`src/rtl/core_pkg.sv`:
```
// rtl/core_pkg.sv - shared core widths
// Purpose: data/address width and byte-mask width used by the memory arbiter.
package core_pkg;
  localparam int unsigned Xlen     = 32;
  localparam int unsigned MaskBits = Xlen / 8;
endpackage

```
`src/rtl/mem_arbiter_if.sv`:
```
// rtl/mem_arbiter_if.sv - fetch/LSU/memory bus bundle for mem_arbiter
// Purpose: groups the fetch, LSU and shared-memory handshake and data signals.
// Modports:
//   master - arbiter side: takes requests, drives memory request and responses
//   slave  - environment side: drives requests, memory ready and memory responses
interface mem_arbiter_if;
  logic                         if_valid_i;
  logic                         if_ready_o;
  logic [core_pkg::Xlen-1:0]    if_addr_i;
  logic [core_pkg::Xlen-1:0]    if_rdata_o;
  logic                         if_rvalid_o;

  logic                         ls_valid_i;
  logic                         ls_ready_o;
  logic [core_pkg::Xlen-1:0]    ls_addr_i;
  logic [core_pkg::Xlen-1:0]    ls_wdata_i;
  logic [core_pkg::MaskBits-1:0] ls_wmask_i;
  logic [core_pkg::Xlen-1:0]    ls_rdata_o;
  logic                         ls_rvalid_o;

  logic                         mem_valid_o;
  logic                         mem_ready_i;
  logic [core_pkg::Xlen-1:0]    mem_addr_o;
  logic [core_pkg::Xlen-1:0]    mem_wdata_o;
  logic [core_pkg::MaskBits-1:0] mem_wmask_o;
  logic [core_pkg::Xlen-1:0]    mem_rdata_i;
  logic                         mem_rvalid_i;

  modport master (
    input  if_valid_i, if_addr_i,
    output if_ready_o, if_rdata_o, if_rvalid_o,
    input  ls_valid_i, ls_addr_i, ls_wdata_i, ls_wmask_i,
    output ls_ready_o, ls_rdata_o, ls_rvalid_o,
    output mem_valid_o, mem_addr_o, mem_wdata_o, mem_wmask_o,
    input  mem_ready_i, mem_rdata_i, mem_rvalid_i
  );

  modport slave (
    output if_valid_i, if_addr_i,
    input  if_ready_o, if_rdata_o, if_rvalid_o,
    output ls_valid_i, ls_addr_i, ls_wdata_i, ls_wmask_i,
    input  ls_ready_o, ls_rdata_o, ls_rvalid_o,
    input  mem_valid_o, mem_addr_o, mem_wdata_o, mem_wmask_o,
    output mem_ready_i, mem_rdata_i, mem_rvalid_i
  );
endinterface

```
`src/rtl/mem_arbiter.sv`:
```
// rtl/mem_arbiter.sv - two-requester arbiter onto one in-order memory port
// Purpose: arbitrates fetch and LSU requests onto a shared memory port with
//   zero-cycle request latency, locks the winner while the port stalls, and
//   routes in-order responses back using a FIFO of source IDs.
// Ports:
//   clk_i  - clock
//   rst_i  - asynchronous active-high reset
//   bus    - mem_arbiter_if.master (fetch, LSU and memory handshakes/data)
//   err_o  - sticky: a response arrived with nothing outstanding
// Parameter: MaxOutstanding - accepted-but-unanswered requests (power of two, 1..8)
// Build option: MEM_ARB_ROUND_ROBIN_EN - ties go to the requester not granted at
//   the last acceptance; otherwise the LSU always wins ties.
module mem_arbiter #(
  parameter int unsigned MaxOutstanding = 2
) (
  input  logic          clk_i,
  input  logic          rst_i,
  mem_arbiter_if.master bus,
  output logic          err_o
);
  localparam int unsigned PtrW = (MaxOutstanding > 1) ? $clog2(MaxOutstanding) : 1;
  localparam int unsigned CntW = $clog2(MaxOutstanding + 1);

  typedef enum logic {StOpen, StLocked} state_e;

  state_e            state_q, state_d;
  logic              sel_q, sel_d;        // latched source while locked (1 = LSU)
  logic              sel;                 // source currently presented
  logic              open_sel;
  logic              tie_pick;            // source chosen when both are valid
  logic              req_valid;
  logic              mem_valid;
  logic              accept;
  logic              pop;
  logic              head;
  logic              full;
  logic              err_q, err_d;
  logic [PtrW-1:0]   wr_ptr_q, wr_ptr_d;
  logic [PtrW-1:0]   rd_ptr_q, rd_ptr_d;
  logic [CntW-1:0]   count_q, count_d;
  logic              fifo_q [MaxOutstanding];

  function automatic logic [PtrW-1:0] ptr_inc(input logic [PtrW-1:0] p);
    if (p == PtrW'(MaxOutstanding - 1)) return '0;
    return p + PtrW'(1);
  endfunction

`ifdef MEM_ARB_ROUND_ROBIN_EN
  logic last_q;   // source granted at the last acceptance (1 = LSU)

  assign tie_pick = ~last_q;

  always_ff @(posedge clk_i or posedge rst_i) begin
    if (rst_i) begin
      last_q <= 1'b0;
    end else if (accept) begin
      last_q <= sel;
    end
  end
`else
  assign tie_pick = 1'b1;
`endif

  // Full comes from the registered count so a same-cycle pop cannot unblock.
  assign full     = (count_q == CntW'(MaxOutstanding));
  assign open_sel = (bus.if_valid_i && bus.ls_valid_i) ? tie_pick : bus.ls_valid_i;

  always_comb begin
    state_d   = state_q;
    sel_d     = sel_q;
    sel       = sel_q;
    req_valid = 1'b0;
    if (state_q == StOpen) begin
      sel       = open_sel;
      req_valid = (bus.if_valid_i || bus.ls_valid_i) && !full;
    end else begin
      req_valid = sel_q ? bus.ls_valid_i : bus.if_valid_i;
    end
    mem_valid = req_valid && !rst_i;
    if (state_q == StOpen) begin
      if (mem_valid && !bus.mem_ready_i) begin
        state_d = StLocked;
        sel_d   = sel;
      end
    end else if (bus.mem_ready_i) begin
      state_d = StOpen;
    end
  end

  assign accept          = mem_valid && bus.mem_ready_i;
  assign bus.mem_valid_o = mem_valid;
  assign bus.mem_addr_o  = sel ? bus.ls_addr_i  : bus.if_addr_i;
  assign bus.mem_wdata_o = sel ? bus.ls_wdata_i : '0;
  assign bus.mem_wmask_o = sel ? bus.ls_wmask_i : '0;
  assign bus.if_ready_o  = accept && !sel;
  assign bus.ls_ready_o  = accept && sel;

  // Responses are in order, so the FIFO head names the requester being answered.
  assign pop             = bus.mem_rvalid_i && (count_q != '0) && !rst_i;
  assign head            = fifo_q[rd_ptr_q];
  assign bus.if_rvalid_o = pop && !head;
  assign bus.ls_rvalid_o = pop && head;
  assign bus.if_rdata_o  = bus.mem_rdata_i;
  assign bus.ls_rdata_o  = bus.mem_rdata_i;

  always_comb begin
    wr_ptr_d = accept ? ptr_inc(wr_ptr_q) : wr_ptr_q;
    rd_ptr_d = pop    ? ptr_inc(rd_ptr_q) : rd_ptr_q;
    count_d  = count_q;
    if (accept && !pop) count_d = count_q + CntW'(1);
    if (!accept && pop) count_d = count_q - CntW'(1);
    err_d    = err_q || (bus.mem_rvalid_i && (count_q == '0));
  end

  always_ff @(posedge clk_i or posedge rst_i) begin
    if (rst_i) begin
      state_q  <= StOpen;
      sel_q    <= 1'b0;
      wr_ptr_q <= '0;
      rd_ptr_q <= '0;
      count_q  <= '0;
      err_q    <= 1'b0;
    end else begin
      state_q  <= state_d;
      sel_q    <= sel_d;
      wr_ptr_q <= wr_ptr_d;
      rd_ptr_q <= rd_ptr_d;
      count_q  <= count_d;
      err_q    <= err_d;
    end
  end

  // ID storage needs no reset: entries are only read below the valid count.
  always_ff @(posedge clk_i) begin
    if (accept) fifo_q[wr_ptr_q] <= sel;
  end

  assign err_o = err_q;
endmodule
```
`src/flat_wrapper.sv`:
```
// flat-port wrapper written by rule: the top's interface ports become plain ports
module mem_arbiter_flat 
#(
  parameter int unsigned MaxOutstanding = 2
)
  (clk_i, rst_i, err_o, bus_if_valid_i, bus_if_addr_i, bus_if_ready_o, bus_if_rdata_o, bus_if_rvalid_o, bus_ls_valid_i, bus_ls_addr_i, bus_ls_wdata_i, bus_ls_wmask_i, bus_ls_ready_o, bus_ls_rdata_o, bus_ls_rvalid_o, bus_mem_valid_o, bus_mem_addr_o, bus_mem_wdata_o, bus_mem_wmask_o, bus_mem_ready_i, bus_mem_rdata_i, bus_mem_rvalid_i);
  mem_arbiter_if bus_i ();
  input  logic clk_i;
  input  logic rst_i;
  output logic err_o;
  input wire logic [$bits(bus_i.if_valid_i)-1:0] bus_if_valid_i;
  input wire logic [$bits(bus_i.if_addr_i)-1:0] bus_if_addr_i;
  output wire logic [$bits(bus_i.if_ready_o)-1:0] bus_if_ready_o;
  output wire logic [$bits(bus_i.if_rdata_o)-1:0] bus_if_rdata_o;
  output wire logic [$bits(bus_i.if_rvalid_o)-1:0] bus_if_rvalid_o;
  input wire logic [$bits(bus_i.ls_valid_i)-1:0] bus_ls_valid_i;
  input wire logic [$bits(bus_i.ls_addr_i)-1:0] bus_ls_addr_i;
  input wire logic [$bits(bus_i.ls_wdata_i)-1:0] bus_ls_wdata_i;
  input wire logic [$bits(bus_i.ls_wmask_i)-1:0] bus_ls_wmask_i;
  output wire logic [$bits(bus_i.ls_ready_o)-1:0] bus_ls_ready_o;
  output wire logic [$bits(bus_i.ls_rdata_o)-1:0] bus_ls_rdata_o;
  output wire logic [$bits(bus_i.ls_rvalid_o)-1:0] bus_ls_rvalid_o;
  output wire logic [$bits(bus_i.mem_valid_o)-1:0] bus_mem_valid_o;
  output wire logic [$bits(bus_i.mem_addr_o)-1:0] bus_mem_addr_o;
  output wire logic [$bits(bus_i.mem_wdata_o)-1:0] bus_mem_wdata_o;
  output wire logic [$bits(bus_i.mem_wmask_o)-1:0] bus_mem_wmask_o;
  input wire logic [$bits(bus_i.mem_ready_i)-1:0] bus_mem_ready_i;
  input wire logic [$bits(bus_i.mem_rdata_i)-1:0] bus_mem_rdata_i;
  input wire logic [$bits(bus_i.mem_rvalid_i)-1:0] bus_mem_rvalid_i;
  assign bus_i.if_valid_i = bus_if_valid_i;
  assign bus_i.if_addr_i = bus_if_addr_i;
  assign bus_if_ready_o = bus_i.if_ready_o;
  assign bus_if_rdata_o = bus_i.if_rdata_o;
  assign bus_if_rvalid_o = bus_i.if_rvalid_o;
  assign bus_i.ls_valid_i = bus_ls_valid_i;
  assign bus_i.ls_addr_i = bus_ls_addr_i;
  assign bus_i.ls_wdata_i = bus_ls_wdata_i;
  assign bus_i.ls_wmask_i = bus_ls_wmask_i;
  assign bus_ls_ready_o = bus_i.ls_ready_o;
  assign bus_ls_rdata_o = bus_i.ls_rdata_o;
  assign bus_ls_rvalid_o = bus_i.ls_rvalid_o;
  assign bus_mem_valid_o = bus_i.mem_valid_o;
  assign bus_mem_addr_o = bus_i.mem_addr_o;
  assign bus_mem_wdata_o = bus_i.mem_wdata_o;
  assign bus_mem_wmask_o = bus_i.mem_wmask_o;
  assign bus_i.mem_ready_i = bus_mem_ready_i;
  assign bus_i.mem_rdata_i = bus_mem_rdata_i;
  assign bus_i.mem_rvalid_i = bus_mem_rvalid_i;
  mem_arbiter #(.MaxOutstanding(MaxOutstanding)) u_core (.clk_i(clk_i), .rst_i(rst_i), .bus(bus_i), .err_o(err_o));
endmodule
```
`config.mk`:
```
export PLATFORM = sky130hd
export DESIGN_NAME = mem_arbiter_flat
export DESIGN_NICKNAME = d
export VERILOG_FILES = /design/src/rtl/core_pkg.sv /design/src/rtl/mem_arbiter_if.sv /design/src/rtl/mem_arbiter.sv /design/src/flat_wrapper.sv
export SDC_FILE = /design/constraint.sdc
export NUM_CORES = 1
export LEC_CHECK = 0
export ABC_AREA = 1
export CORE_AREA = 2 2 107 109
export CTS_CLUSTER_DIAMETER = 60
export CTS_CLUSTER_SIZE = 28
export DETAILED_ROUTE_END_ITERATION = 16
export DIE_AREA = 0 0 109 111
export DONT_BUFFER_PORTS = 1
export PLACE_DENSITY = 0.33
export SETUP_SLACK_MARGIN = 0.4
export SYNTH_ARGS = -nofsm -noshare
export SYNTH_HDL_FRONTEND = slang
export SYNTH_SLANG_ARGS = --single-unit
```
`constraint.sdc`:
```
create_clock -name clk_i -period 4.8 [get_ports clk_i]
set_input_delay 0.72 -clock clk_i [delete_from_list [all_inputs] [get_ports clk_i]]
set_output_delay 0.72 -clock clk_i [all_outputs]
set_load 0.01 [all_outputs]
```
==> reports/results.tsv, run 1 <==
stage	metric	value	unit
clock_network	number of buffers created by CTS	3	
floorplan	Total Die Area	12100	um2
clock_network	CTS tree	done	
final_layout	Util after Layout	12.6	%
critical_path	Worst EP arrival	1.92	ns
clock_network	PostCTS Resize Cnt	0	
floorplan	Site Rows	39	
synthesis	Netlist cell types	19	
synthesis	compound-cell area share of the yosys netlist	2.65	%
floorplan	die width	109	um
route	antenna viol nets, final	0	
route	TritonRoute pass-1 iters	4	
sta	final setup fails	0	
critical_path	worst r2r src	u_core.sel_q	
route	drt total wl	4120	um
power	LEAKAGE	0.861	nW
route	DR vias	1388	
clock_network	Clock Sinks	9	
sta	count of pins over their slew limit	0	
power	maximum VDD drop	90.0	uV
power	PwrDens	485	nW/um2
synthesis	Most used DFF post-synth	dfrtp_1	
clock_network	Worst-Skew Late Latency	0.23	ns
critical_path	CP Max Fanout	51	
synthesis	syn_nets	444	
critical_path	critical-path cell list	o21ai_4 > buf_4 > nand2_1 > nand2_1	
route	Wirelength per Cell	10.9	um
placed_design	Port Buffers	0	
synthesis	synth cell count leaders	nand2_1 (111), buf_4 (64), inv_1 (47)	
synthesis	Mapped Area	1700	um2
synthesis	cell with the most instances after synthesis	nand2_1	
critical_path	crit path launch	u_core.sel_q	
synthesis	area share of the largest cell type after synthesis	28.3	%
power	Tot Pwr	0.000679	W
synthesis	Async SR Flop Fraction	77.8	%
critical_path	CP delay by family, top	buffers and inverters	
sta	clk_skew	0.00290	ns
floorplan	I/O Pins	276	
synthesis	post-synthesis sequential area ratio	13.9	%
floorplan	CORE AREA	11100	um2
sta	Relative slew margins	60.5	%
sta	Hold Vio Cnt, Final	0	
grt	vias in the first global route	1125	
clock_network	H-tree levels	1	
final_layout	design area	1400	um2
route	Vias/cell	3.66	
critical_path	Worst path max stage delay	0.52	ns
critical_path	required time of the worst setup path	4.08	ns
sta	Tcrit/Tclk final	54.9	%
final_layout	proportion of layout cells with a drive suffix above 1	3.81	%
clock_network	setup repair bufs after CTS	0	
clock_network	CTS hold repair buffers	0	
grt	initial antenna violation count	0	
critical_path	crit path capture type	primary output	
job	max cap viols	0	
synthesis	FF+latch count, synth	9	
sta	RSZ-0062 raised after global routing	false	
synthesis	largest family of logic cells by synthesized area	buffers and inverters	
hold_path	HP Class	in2async	
critical_path	CP Launch Type	flip-flop	
synthesis	mux contribution to synthesized area	0	%
final_layout	Final Net Count	376	
grt	GR Util All Layers	5.69	%
final_layout	Layout Cells excl Fill	379	
route	drc violations	0	
final_layout	antenna diode count	0	
critical_path	worst path bufs/invs	1	
grt	total grt overflow	0	
critical_path	WS Path Type	reg2out	
sta	Slew @ Worst Pin	0.592	ns
final_layout	Fill cells	1282	
clock_network	Clock Path Buffers	2	
grt	largest net degree at the start of global routing	52	
synthesis	xor/xnor cell area share of the yosys netlist	1.55	%
placed_design	placed instance count	375	
synthesis	top post-synthesis cells by area	buf_4 (28%), nand2_1 (25%), inv_1 (10%), dfrtp_1 (10%), nor2_1 (10%)	
sta	Setup TNS Final	0	ns
critical_path	most used cell, CP	nand2_1	
floorplan	Die Span Y	111	um
synthesis	total number of yosys warnings	0	
final_layout	Area Overhead vs Synth	-17.5	%
sta	minimum clock period	2.64	ns
floorplan	Initial Util	15.3	%
outcome	result of the run	finished, final reports clean	
sta	Fmax	0.379	GHz
synthesis	post-synthesis simple-gate area fraction	37.2	%
placed_design	hpwl dp	3420	um
synthesis	EDFF count, synth	2	
grt	first-pass GRT wire length	5340	um
synthesis	adder-cell share of the synthesized area	0.737	%
clock_network	clk slew on worst S/H paths	0.04	ns
placed_design	dpl cell area	1320	um2
critical_path	CP max-delay cell	buf_4	
synthesis	post-synth top area cell	buf_4	
synthesis	syn avg cell area	5.56	um2
clock_network	clock tree root driver cell	clkbuf_16	
route	starting DRC count in detailed routing	28	
synthesis	Post-Syn Instances	305	
placed_design	Final GP Congestion	0.647	
[metal layers]
metal / GRT usage [%] / vias up / wire length (um)
met5: 0 / - / 0
met4: 2.56 / 0 / 110
met3: 1.53 / 26 / 473
met2: 11.2 / 126 / 2160
met1: 5.22 / 561 / 1380
li1: - / 675 / -
[area by class of cell]
class                      instances  area [um2]  share of cell area [%]
multi-input combinational        173         716                    51.1
sequential                         9         235                    16.8
inverter                          49         184                    13.1
tap                              143         179                    12.8
clock buffer                       4        78.8                    5.63
timing repair buffer               1        7.51                   0.536
[final timing paths]
| path | end | slack [ns] | depth (start not counted) |
|---|---|---|---|
| hold reg to reg | u_core.wr_ptr_q | 0.47 | 2 |
| setup reg to reg | u_core.count_q[1] | 3.01 | 8 |
| setup / recovery | bus_mem_addr_o[20] | 2.16 | 4 |
| hold / removal | u_core.wr_ptr_q | 0.37 | 1 |
| min in group clk_i | u_core.wr_ptr_q | 0.47 | 2 |
| max in group asynchronous | u_core.count_q[1] | 4.13 | 1 |
[layout by cell type, fill, tap and decap left out]
master and count:
dfrtp_1 7, o21ai_4 1, nor2_1 45, o21ai_0 3, inv_1 47, a21oi_1 1, nand4_2 1, nand4_1 3
xnor2_1 2, xor2_1 1, inv_2 2, buf_4 1, a31o_2 1, nand2_1 111, clkbuf_1 1, ha_1 1
edfxtp_1 2, clkbuf_16 3, nand3_1 3
[stage by stage]
| stage | hold slack [ns] | setup WS [ns] |
|---|---|---|
| finish | 0.372 | 2.16 |
| global placement | 0.470 | 2.22 |
| floorplan | 0.450 | 2.70 |
| global route | 0.399 | 1.97 |
| detailed placement | 0.467 | 2.17 |
| CTS | 0.379 | 2.12 |
[flip-flops by register name, summed over array words and instances, names as in the netlist]
| signal | cells |
|---|---|
| u_core.state_q | 1 |
| u_core.sel_q | 1 |
| u_core.rd_ptr_q | 1 |
| u_core.count_q | 2 |
| u_core.fifo_q | 2 |
| u_core.wr_ptr_q | 1 |
| u_core.err_o | 1 |
[cells by family (layout without fill, tap and decap cells)]
kind of cell             Yosys count  in the layout
XOR/XNOR                           3              3
buffers and inverters            123             54
AND/OR/NAND/NOR                  163            163
adder cells (fa/ha/maj)            1              1
AO/OA/AOI/OAI                      6              6
flip-flops                         9              9
[worst reg2reg max path: stages, from the launching register on]
cell,delay (ns)
dfrtp_1,0.43
inv_1,0.08
nand2_1,0.04
nand3_1,0.16
nand4_2,0.22
ha_1,0.36
a21oi_1,0.11
o21ai_0,0.11
xor2_1,0.15
[power by group]
group	leakage, nW	switching [W]	internal [W]
Combinational	0.723	0.000306	0.0000946
Sequential	0.0998	0.0000237	0.000107
Clock	0.0382	0.0000357	0.000111
(Power assumes the default switching activity.)
==> run 2: changes to the inputs <==
Settings changed: PLACE_DENSITY 0.33 to 0.34.
Clock period 4.8 ns to 2.41 ns, I/O delays scaled along.
==> run 2 against run 1 <==
Cell count is 0.79% higher. Global-route usage up 1.8 points. Clock power rose by 97%. Count of clock-buffer cells in the layout unchanged. Critical path depth up 2. Sequential power rose by 96%. Critical endpoint is now bus_mem_addr_o[3].
==> reports/results.tsv, run 2 (synthesis results as in run 1) <==
stage	metric	value	unit	change
clock_network	Clock Sinks	9		unchanged
floorplan	die width	109	um	unchanged
placed_design	placed instance count	377		+0.53%
final_layout	Layout Cells excl Fill	382		+0.79%
grt	total grt overflow	0		unchanged
critical_path	Worst EP arrival	1.49	ns	-0.43 ns
floorplan	Initial Util	15.3	%	unchanged
final_layout	proportion of layout cells with a drive suffix above 1	4.60	%	+0.79 points
floorplan	Total Die Area	12100	um2	unchanged
power	Sw Ratio	53.8	%	-0.15 points
sta	clk_skew	0.000306	ns	-0.00259 ns
sta	count of pins over their slew limit	0		unchanged
grt	GR Util All Layers	7.49	%	+1.8 points
critical_path	WS Path Type	reg2out		
outcome	result of the run	finished, final reports clean		
sta	final setup fails	0		unchanged
floorplan	CORE AREA	11100	um2	unchanged
floorplan	Die Span Y	111	um	unchanged
final_layout	most frequent cells in the layout	nand2_1 (111), inv_1 (47), nor2_1 (45)		
route	Wirelength per Cell	13.2	um	+21%
route	starting DRC count in detailed routing	64		+130%
clock_network	clock tree root driver cell	clkbuf_16		
critical_path	crit path capture type	primary output		
power	Int Power	0.000647	W	+110%
floorplan	Site Rows	39		unchanged
final_layout	commonest non-fill, non-tap cell in the layout	nand2_1		
sta	Slew @ Worst Pin	0.353	ns	-0.239 ns
power	NetSw	0.000752	W	+110%
critical_path	CP Max Fanout	20		-61%
grt	largest net degree at the start of global routing	50		-3.8%
placed_design	Port Buffers	0		unchanged
grt	initial antenna violation count	0		unchanged
power	PwrDens	972	nW/um2	+100%
route	TritonRoute pass-1 iters	4		unchanged
final_layout	Util after Layout	13.0	%	+0.36 points
clock_network	number of buffers created by CTS	3		unchanged
placed_design	Final GP Congestion	0.742		+15%
grt	met2 Usage GRT	13.1	%	+1.9 points
clock_network	Clock Path Buffers	2		unchanged
clock_network	clk slew on worst S/H paths	0.04	ns	about the same
sta	Tcrit/Tclk final	76.7	%	
final_layout	Largest regs	u_core.count_q (2), u_core.fifo_q (2)		
power	share of total power in combinational logic	61.0	%	+1.9 points
final_layout	Final Net Count	379		+0.80%
final_layout	antenna diode count	0		unchanged
critical_path	CP Launch Type	flip-flop		
sta	Relative slew margins	76.5	%	+16 points
critical_path	R2R cell count	8		unchanged
grt	first-pass GRT wire length	6890	um	+29%
route	DR vias	1437		+3.5%
clock_network	Worst-Skew Late Latency	0.23	ns	about the same
grt	GR Util met3	2.59	%	+1.1 points
sta	Hold Vio Cnt, Final	0		unchanged
grt	met1 GRT Util	8.26	%	+3.0 points
clock_network	CTS tree	done		
route	antenna viol nets, final	0		unchanged
floorplan	I/O Pins	276		unchanged
power	maximum VDD drop	310	uV	+240%
final_layout	design area	1440	um2	+2.9%
placed_design	hpwl dp	4430	um	+29%
route	drc violations	0		unchanged
sta	Setup TNS Final	0	ns	unchanged
hold_path	HP Class	in2async		
power	register share of total power	18.3	%	-1.0 points
power	Clock power frac	20.7	%	-0.9 points
sta	minimum clock period	1.85	ns	
power	LEAKAGE	0.880	nW	+2.2%
final_layout	Area Overhead vs Synth	-15.1	%	
placed_design	dpl cell area	1340	um2	+1.1%
sta	RSZ-0062 raised after global routing	false		
grt	vias in the first global route	1285		+14%
critical_path	required time of the worst setup path	2.05	ns	-2.03 ns
grt	Most Crowded Layer GR	met2		
route	drt total wl	5030	um	+22%
clock_network	H-tree levels	1		unchanged
job	max cap viols	0		unchanged
route	Vias/cell	3.76		+2.7%
sta	Fmax	0.541	GHz	
run 2: cell count changes in the layout (fill, tap and decap cells not counted), sizes merged:
cell | previous run | this run
buf | 1 | 3
dlygate4sd3 | 0 | 1
run 2: stage by stage:
stage	hold WS [ns]	power [W]	worst slack [ns]
2_1_floorplan	0.205	0.00112	0.816
3_3_place_gp	0.192	0.00111	0.592
3_5_place_dp	0.195	0.00111	0.565
4_1_cts	0.165	0.00142	0.418
5_1_grt	0.171	0.00155	0.419
6_report	0.137	0.00140	0.563
run 2: timing repair:
item	CTS	global route
gates resized for setup	2	3
pin swaps	0	0
endpoints found under the setup margin	7	2
buffers inserted	0	0
endpoints found under the hold margin	2	0
cloned	0	0
hold buffers	1	0
run 2: area by class of cell:
type	count	area, um2
clock buffers	4	78.8
fillers	1294	9640
inverters	49	186
repair buffers	4	45.0
flip-flops and latches	9	235
well taps	143	179
multi-input cells	173	716
run 2: path summary, 6_finish.rpt:
check	startpoint	endpoint	slack (ns)
setup / recovery	u_core.state_q	bus_mem_addr_o[3]	0.56
hold / removal	rst_i	u_core.state_q	0.14
setup reg to reg	u_core.sel_q	u_core.count_q[1]	0.65
hold reg to reg	u_core.wr_ptr_q	u_core.wr_ptr_q	0.48
max in group asynchronous	rst_i	u_core.rd_ptr_q	1.70
min in group clk_i	bus_mem_ready_i	u_core.state_q	0.23
run 2: power groups by stage:
stage	registers, W	logic, W	clock network (W)
finish	0.000257	0.000853	0.000289
global route	0.000268	0.000969	0.000310
CTS	0.000257	0.000862	0.000297
detailed placement	0.000259	0.000853	0
global placement	0.000258	0.000852	0
floorplan	0.000252	0.000863	0
run 2: worst max-delay path: stages, from the launching register on:
cell	delay, ns
dfrtp_1	0.39
inv_2	0.12
nand2_1	0.11
o21ai_4	0.11
buf_4	0.28
nand2_1	0.08
nand2_1	0.16
run 2: per-layer routing:
| layer | part of all wire [%] | vias to the layer above |
|---|---|---|
| met2 | 49 | 131 |
| li1 | - | 686 |
| met4 | 2.1 | 0 |
| met5 | 0 | - |
| met1 | 37 | 598 |
| met3 | 12 | 22 |
